--- src/rtl/tt_um_seven_segment_timer.sv ---
// -----------------------------------------------------------------------------
// tt_um_seven_segment_timer
//
// DIGITS-wide BCD seconds counter with up/down mode, run/clear control and a
// time-multiplexed seven-segment display, sized for the Tiny Tapeout pins.
//
// Optional feature macro: SEG_PWM_EN
//   defined   : an 8-bit free-running PWM counter blanks uo_out whenever
//               pwm_cnt >= ui_in (brightness control). Strobes are never gated.
//   undefined : no PWM counter, ui_in is ignored, uo_out is the plain decode.
//
// Ports
//   clk      in   system clock
//   rst_n    in   asynchronous active-low reset
//   ena      in   design enable; when low every register holds
//   ui_in    in   [7:0] brightness compare value (PWM build only)
//   uio_in   in   [4] run, [5] down, [6] clear (synchronous); others ignored
//   uio_out  out  [3:0] one-hot digit strobe (bit 0 = LSD), [7:4] = 0
//   uio_oe   out  constant 8'h0F
//   uo_out   out  [6:0] segments a..g, [7] half-second indicator
// -----------------------------------------------------------------------------
module tt_um_seven_segment_timer #(
  parameter int MAX_COUNT = 10_000_000,
  parameter int DIGITS    = 4,
  parameter int SCAN_DIV  = 1024
) (
  input  logic       clk,
  input  logic       rst_n,
  input  logic       ena,
  input  logic [7:0] ui_in,
  input  logic [7:0] uio_in,
  output logic [7:0] uio_out,
  output logic [7:0] uio_oe,
  output logic [7:0] uo_out
);

  localparam int PW = $clog2(MAX_COUNT);
  // A scan divider of 1 still needs a one-bit counter to keep widths legal.
  localparam int SW = (SCAN_DIV > 1) ? $clog2(SCAN_DIV) : 1;

  localparam logic [PW-1:0] PRESC_LAST = PW'(MAX_COUNT - 1);
  localparam logic [PW-1:0] PRESC_HALF = PW'(MAX_COUNT / 2);
  localparam logic [SW-1:0] SCAN_LAST  = SW'(SCAN_DIV - 1);
  localparam logic [1:0]    IDX_LAST   = 2'(DIGITS - 1);

  function automatic logic [6:0] seg_decode(input logic [3:0] d);
    logic [6:0] s;
    case (d)
      4'd0:    s = 7'h3F;
      4'd1:    s = 7'h06;
      4'd2:    s = 7'h5B;
      4'd3:    s = 7'h4F;
      4'd4:    s = 7'h66;
      4'd5:    s = 7'h6D;
      4'd6:    s = 7'h7D;
      4'd7:    s = 7'h07;
      4'd8:    s = 7'h7F;
      4'd9:    s = 7'h6F;
      default: s = 7'h00;
    endcase
    return s;
  endfunction

  // Control decode
  logic w_run;
  logic w_down;
  logic w_clear;
  logic w_tick;
  logic w_unused;

  assign w_run   = uio_in[4];
  assign w_down  = uio_in[5];
  assign w_clear = uio_in[6];

  // State
  logic [PW-1:0]          r_presc;
  logic [DIGITS-1:0][3:0] r_digits;
  logic [SW-1:0]          r_scan_cnt;
  logic [1:0]             r_idx;
  logic [7:0]             r_uo_out;
  logic [7:0]             r_uio_out;

  logic [DIGITS-1:0][3:0] w_digits_next;
  logic [6:0]             w_digit_seg [DIGITS];
  logic [6:0]             w_seg;
  logic [3:0]             w_strobe;
  logic                   w_half;
  logic                   w_gate;

  assign w_tick = ena && w_run && (r_presc == PRESC_LAST);

  // ---------------------------------------------------------------------------
  // Prescaler: holds when run is low; clear wins over everything.
  // ---------------------------------------------------------------------------
  always_ff @(posedge clk or negedge rst_n) begin
    if (!rst_n) begin
      r_presc <= '0;
    end else if (ena) begin
      if (w_clear) begin
        r_presc <= '0;
      end else if (w_run) begin
        r_presc <= (r_presc == PRESC_LAST) ? '0 : r_presc + 1'b1;
      end
    end
  end

  // ---------------------------------------------------------------------------
  // BCD next value: ripple a carry (up) or borrow (down) from the LSD. A digit
  // only passes the carry on when it wraps, so all-9s -> all-0s and back.
  // ---------------------------------------------------------------------------
  always_comb begin
    logic w_carry;
    w_carry       = 1'b1;
    w_digits_next = r_digits;
    for (int i = 0; i < DIGITS; i++) begin
      if (w_carry) begin
        if (w_down) begin
          if (r_digits[i] == 4'd0) begin
            w_digits_next[i] = 4'd9;
          end else begin
            w_digits_next[i] = r_digits[i] - 4'd1;
            w_carry          = 1'b0;
          end
        end else begin
          if (r_digits[i] >= 4'd9) begin
            w_digits_next[i] = 4'd0;
          end else begin
            w_digits_next[i] = r_digits[i] + 4'd1;
            w_carry          = 1'b0;
          end
        end
      end
    end
  end

  always_ff @(posedge clk or negedge rst_n) begin
    if (!rst_n) begin
      r_digits <= '0;
    end else if (ena) begin
      if (w_clear) begin
        r_digits <= '0;
      end else if (w_tick) begin
        r_digits <= w_digits_next;
      end
    end
  end

  // ---------------------------------------------------------------------------
  // Scan: runs whenever enabled, independent of run/clear.
  // ---------------------------------------------------------------------------
  always_ff @(posedge clk or negedge rst_n) begin
    if (!rst_n) begin
      r_scan_cnt <= '0;
      r_idx      <= '0;
    end else if (ena) begin
      if (r_scan_cnt == SCAN_LAST) begin
        r_scan_cnt <= '0;
        r_idx      <= (r_idx == IDX_LAST) ? 2'd0 : r_idx + 2'd1;
      end else begin
        r_scan_cnt <= r_scan_cnt + 1'b1;
      end
    end
  end

  // ---------------------------------------------------------------------------
  // Output stage. Strobe and segment data are both derived from the same
  // r_idx and registered together, so they can never be skewed.
  // ---------------------------------------------------------------------------
  genvar gi;
  generate
    for (gi = 0; gi < DIGITS; gi++) begin : g_decode
      assign w_digit_seg[gi] = seg_decode(r_digits[gi]);
    end
  endgenerate

  always_comb begin
    w_seg = 7'h00;
    for (int i = 0; i < DIGITS; i++) begin
      if (r_idx == 2'(i)) begin
        w_seg = w_digit_seg[i];
      end
    end
  end

  assign w_strobe = 4'b0001 << r_idx;
  assign w_half   = w_run && (r_presc < PRESC_HALF);

`ifdef SEG_PWM_EN
  logic [7:0] r_pwm;

  always_ff @(posedge clk or negedge rst_n) begin
    if (!rst_n) begin
      r_pwm <= 8'd0;
    end else if (ena) begin
      r_pwm <= r_pwm + 8'd1;
    end
  end

  // Lit while pwm < ui_in: ui_in=0 blanks, ui_in=255 lights 255/256.
  assign w_gate   = (r_pwm >= ui_in);
  assign w_unused = ^{uio_in[7], uio_in[3:0]};
`else
  assign w_gate   = 1'b0;
  assign w_unused = ^{ui_in, uio_in[7], uio_in[3:0]};
`endif

  always_ff @(posedge clk or negedge rst_n) begin
    if (!rst_n) begin
      r_uo_out  <= 8'h00;
      r_uio_out <= 8'h00;
    end else if (ena) begin
      r_uio_out <= {4'b0000, w_strobe};
      r_uo_out  <= w_gate ? 8'h00 : {w_half, w_seg};
    end
  end

  assign uo_out  = r_uo_out;
  assign uio_out = r_uio_out;
  assign uio_oe  = 8'h0F;

endmodule
--- config.mk ---
export PLATFORM = sky130hd
export DESIGN_NAME = tt_um_seven_segment_timer
export DESIGN_NICKNAME = d
export VERILOG_FILES = /design/src/rtl/tt_um_seven_segment_timer.sv
export SDC_FILE = /design/constraint.sdc
export NUM_CORES = 1
export LEC_CHECK = 0
export BUFFER_PORTS_ARGS = -buffer_cell sky130_fd_sc_hd__buf_2
export CAP_MARGIN = 20
export CORE_MARGIN = 8
export CORE_UTILIZATION = 60
export DETAILED_ROUTE_END_ITERATION = 12
export GPL_TIMING_DRIVEN = 0
export PLACE_DENSITY = 0.83
export SLEW_MARGIN = 10
export SYNTH_ARGS = -nofsm -noshare
export SYNTH_HDL_FRONTEND = slang
export SYNTH_SLANG_ARGS = --single-unit
--- constraint.sdc ---
create_clock -name clk -period 3.6 [get_ports clk]
set_input_delay 0.36 -clock clk [delete_from_list [all_inputs] [get_ports clk]]
set_output_delay 0.36 -clock clk [all_outputs]
set_load 0.02 [all_outputs]
==> impl_metrics.py <==
metrics = {
    "pwr": {
        "irDropWorstVdd_uv": 342,
        "p_leak_nw": 2.28,
        "pwr_density_cell_nw_per_um2": 526,
    },
    "clock_network": {
        "holdBufCountCts": 0,
        "path_clk_slew_ns": 0.09,
        "post_cts_buffers": 0,
        "cts_made_buffers": 9,
        "clock_latency_ns": 0.35,
        "cts_buffer_depth": 2,
        "tritoncts": "yes",
        "htree_levels": 3,
        "clock-sinks": 64,
        "root_buffer": "clkbuf_8",
        "ctsResizeCount": 0,
    },
    "logic_synthesis": {
        "syn-cell-area_um2": 4890,
        "yosysTopAreaCell": "dfrtp_1",
        "synthArstFlopShare": 1.00,
        "synth_most_common_cell": "nor2_1",
        "ys_warn_count": 0,
        "synth_xor_area_frac": 0.0376,
        "synth-main-ff-cell": "dfrtp_1",
        "synthMuxAreaShare": 0.0177,
        "yosysTopAreaCellShare": 0.328,
        "synth_compound_area_frac": 0.238,
        "syn_inst": 604,
        "yosysSeqAreaShare": 0.328,
        "synth_edf_count": 0,
        "synthDistinctLibCells": 67,
        "synth_area_per_cell_um2": 8.10,
        "synthSimpleGateAreaFrac": 0.215,
        "yosys_register_bits": 64,
        "synthTopCellsByCount": "nor2_1 (65), dfrtp_1 (64), a21oi_1 (47)",
        "synth_fa_ha_area_frac": 0.0870,
        "ys_top_cells_by_area": "dfrtp_1 (33%), ha_1 (8.7%), nor2_1 (5.0%)",
        "synth_top_family_by_area": "compound AO/OA/AOI/OAI gates",
    },
    "sta": {
        "setup_viol": 0,
        "slew_headroom": 0.380,
        "hold_viol": 0,
        "finalSetupTns_ns": 0,
        "holdWs_ns": 0.0768,
        "rsz0062_at_grt": "false",
        "period_needed_ns": 3.13,
        "tightest_slew_ns": 0.920,
        "post-route-period-util": 0.869,
        "slew_viol_final": 0,
        "fin_skew_ns": 0.00955,
        "max_freq_mhz": 320,
    },
    "finish": {
        "n_antenna_cell": 0,
        "fin_area_um2": 5400,
        "syn_to_final_growth_pct": 10.4,
        "drive_gt1_frac": 0.0943,
        "finish.utilization": 0.670,
        "num-fill-cells": 666,
        "final_nets": 695,
    },
    "critical_path": {
        "r2r_setup_slack_ns": 0.47,
        "slowest_delay_ns": 0.62,
        "crit_cells": 8,
        "crit_family": "simple AND/OR/NAND/NOR gates",
        "critPathKind": "reg -> reg",
        "path_max_fanout": 8,
        "worstPathCellList": "inv_1 -> ha_1 -> or3b_2 -> a31oi_1 -> and4bb_4 -> and2_1 -> a22oi_1 -> o22ai_1",
        "cp_num_buf_inv": 1,
        "endpoint_kind": "flip-flop",
        "reg2regPathDepth": 8,
        "worstPathArrival_ns": 3.32,
        "required_ns": 3.79,
        "crit_slowest_cell": "a31oi_1",
        "crit_path_start_kind": "flip-flop",
    },
    "detailed_routing": {
        "via_count": 4753,
        "viasPerCell": 6.32,
        "drt.antenna.violating_nets": 0,
        "drc": 0,
        "wirelength_mm": 13.1,
        "dr.pass1.iters": 7,
        "drt_iter0_markers": 420,
        "wl_per_cell_um": 17.4,
    },
    "global_route": {
        "antenna_found_initial": 0,
        "grt_pass1_vias": 4468,
        "grtUsageTotal": 0.232,
        "grt_first_pass_wirelength_mm": 21.7,
        "grt_max_degree": 65,
        "grt_overflow": 0,
    },
    "floorplan": {
        "die_x_um": 106,
        "die_h_um": 106,
        "num_rows": 33,
        "fp.dieArea_um2": 11300,
        "initial_utilization": 0.607,
        "core_um2": 8050,
        "pin_count": 43,
    },
    "placed_design": {
        "postPlaceCellArea_um2": 5150,
        "gp_congestion": 0.930,
        "dp_hpwl_mm": 9.37,
        "io_buffers": 17,
    },
    "hold_path": {
        "hp-class": "in -> async",
    },
    "outcome": {
        "status": "completed",
    },
    "run": {
        "cap_violations": 0,
    },
}
==> cell type report <==
type,instances,area (µm²),share of cell area
Inverter,41,154,0.0285
Clock inverter,7,128,0.0236
Timing Repair Buffer,17,87.6,0.0162
Clock buffer,9,124,0.0229
Buffer,45,216,0.0401
Multi-Input combinational cell,464,2960,0.548
Sequential cell,64,1600,0.297
Tap cell,105,131,0.0243
==> sequential cells by signal, indices dropped and copies added, names as in the netlist <==
| register | count |
|---|---|
| r_idx | 2 |
| r_presc | 24 |
| r_scan_cnt | 10 |
| uio_out | 4 |
| uo_out | 8 |
| r_digits | 16 |
==> worst paths after layout <==
path | start | to
worst max-delay path | r_digits[0] | r_digits[11]
worst min-delay path | rst_n | r_digits[2]
worst max register to register | r_digits[0] | r_digits[11]
worst min register to register | r_scan_cnt[6] | r_scan_cnt[6]
max in group asynchronous | rst_n | uio_out[2]
min in group clk | uio_in[4] | r_presc[0]
==> logic make-up (layout without fill, tap and decap cells) <==
family | count (synthesis) | after routing
simple gates | 206 | 206
flops | 64 | 64
compound gates | 183 | 183
mux | 8 | 8
buf+inv | 86 | 119
fa+ha+maj | 34 | 34
other cells | 2 | 12
xor+xnor | 21 | 21
==> placed cells by master, fill, tap and decap left out, types with 6 or more instances in the layout <==
cell type  count
nor2_1        65
dfrtp_1       64
a21oi_1       47
inv_1         39
o21ai_0       39
nand2_1       38
ha_1          34
clkbuf_1      28
o22ai_1       23
buf_2         18
nand3_1       16
nor3_1        16
nand2b_1      14
xnor2_1       13
buf_4         13
nand4_1       12
conb_1        12
a31oi_1        9
clkbuf_8       9
xor2_1         8
nor4_1         7
and3_1         7
o31ai_1        7
o21a_1         6
==> report_power, final <==
| part | internal [mW] | leakage [nW] | total [mW] | switching (mW) |
|---|---|---|---|---|
| Sequential | 0.834 | 0.813 | 0.976 | 0.142 |
| Combinational | 0.415 | 1.34 | 1.07 | 0.651 |
| Clock | 0.470 | 0.126 | 0.798 | 0.328 |
| Total | 1.72 | 2.28 | 2.84 | 1.12 |
==> stage by stage <==
stage | instances | setup slack [ns] | power [mW]
after floorplan | 614 | 1.07 | 1.75
after global placement | 736 | 0.701 | 2.00
after detailed placement | 736 | 0.625 | 2.02
after CTS | 752 | 0.561 | 2.83
after global routing | 752 | 0.343 | 3.01
final | 752 | 0.472 | 2.84
==> worst register-to-register path, stage by stage (launching register included) <==
cell	delay, ns
dfrtp_1	0.48
inv_1	0.20
ha_1	0.34
or3b_2	0.49
a31oi_1	0.62
and4bb_4	0.37
and2_1	0.18
a22oi_1	0.18
o22ai_1	0.11
==> routing by layer <==
metal / share of wire / wire length [µm] / track usage / vias to the layer above
met4: 0.028 / 369 / 0.105 / 0
li1: - / - / - / 2219
met1: 0.42 / 5540 / 0.301 / 2251
met5: 0 / 0 / 0 / -
met2: 0.48 / 6260 / 0.374 / 238
met3: 0.071 / 930 / 0.0381 / 45
(Power assumes the default switching activity.)
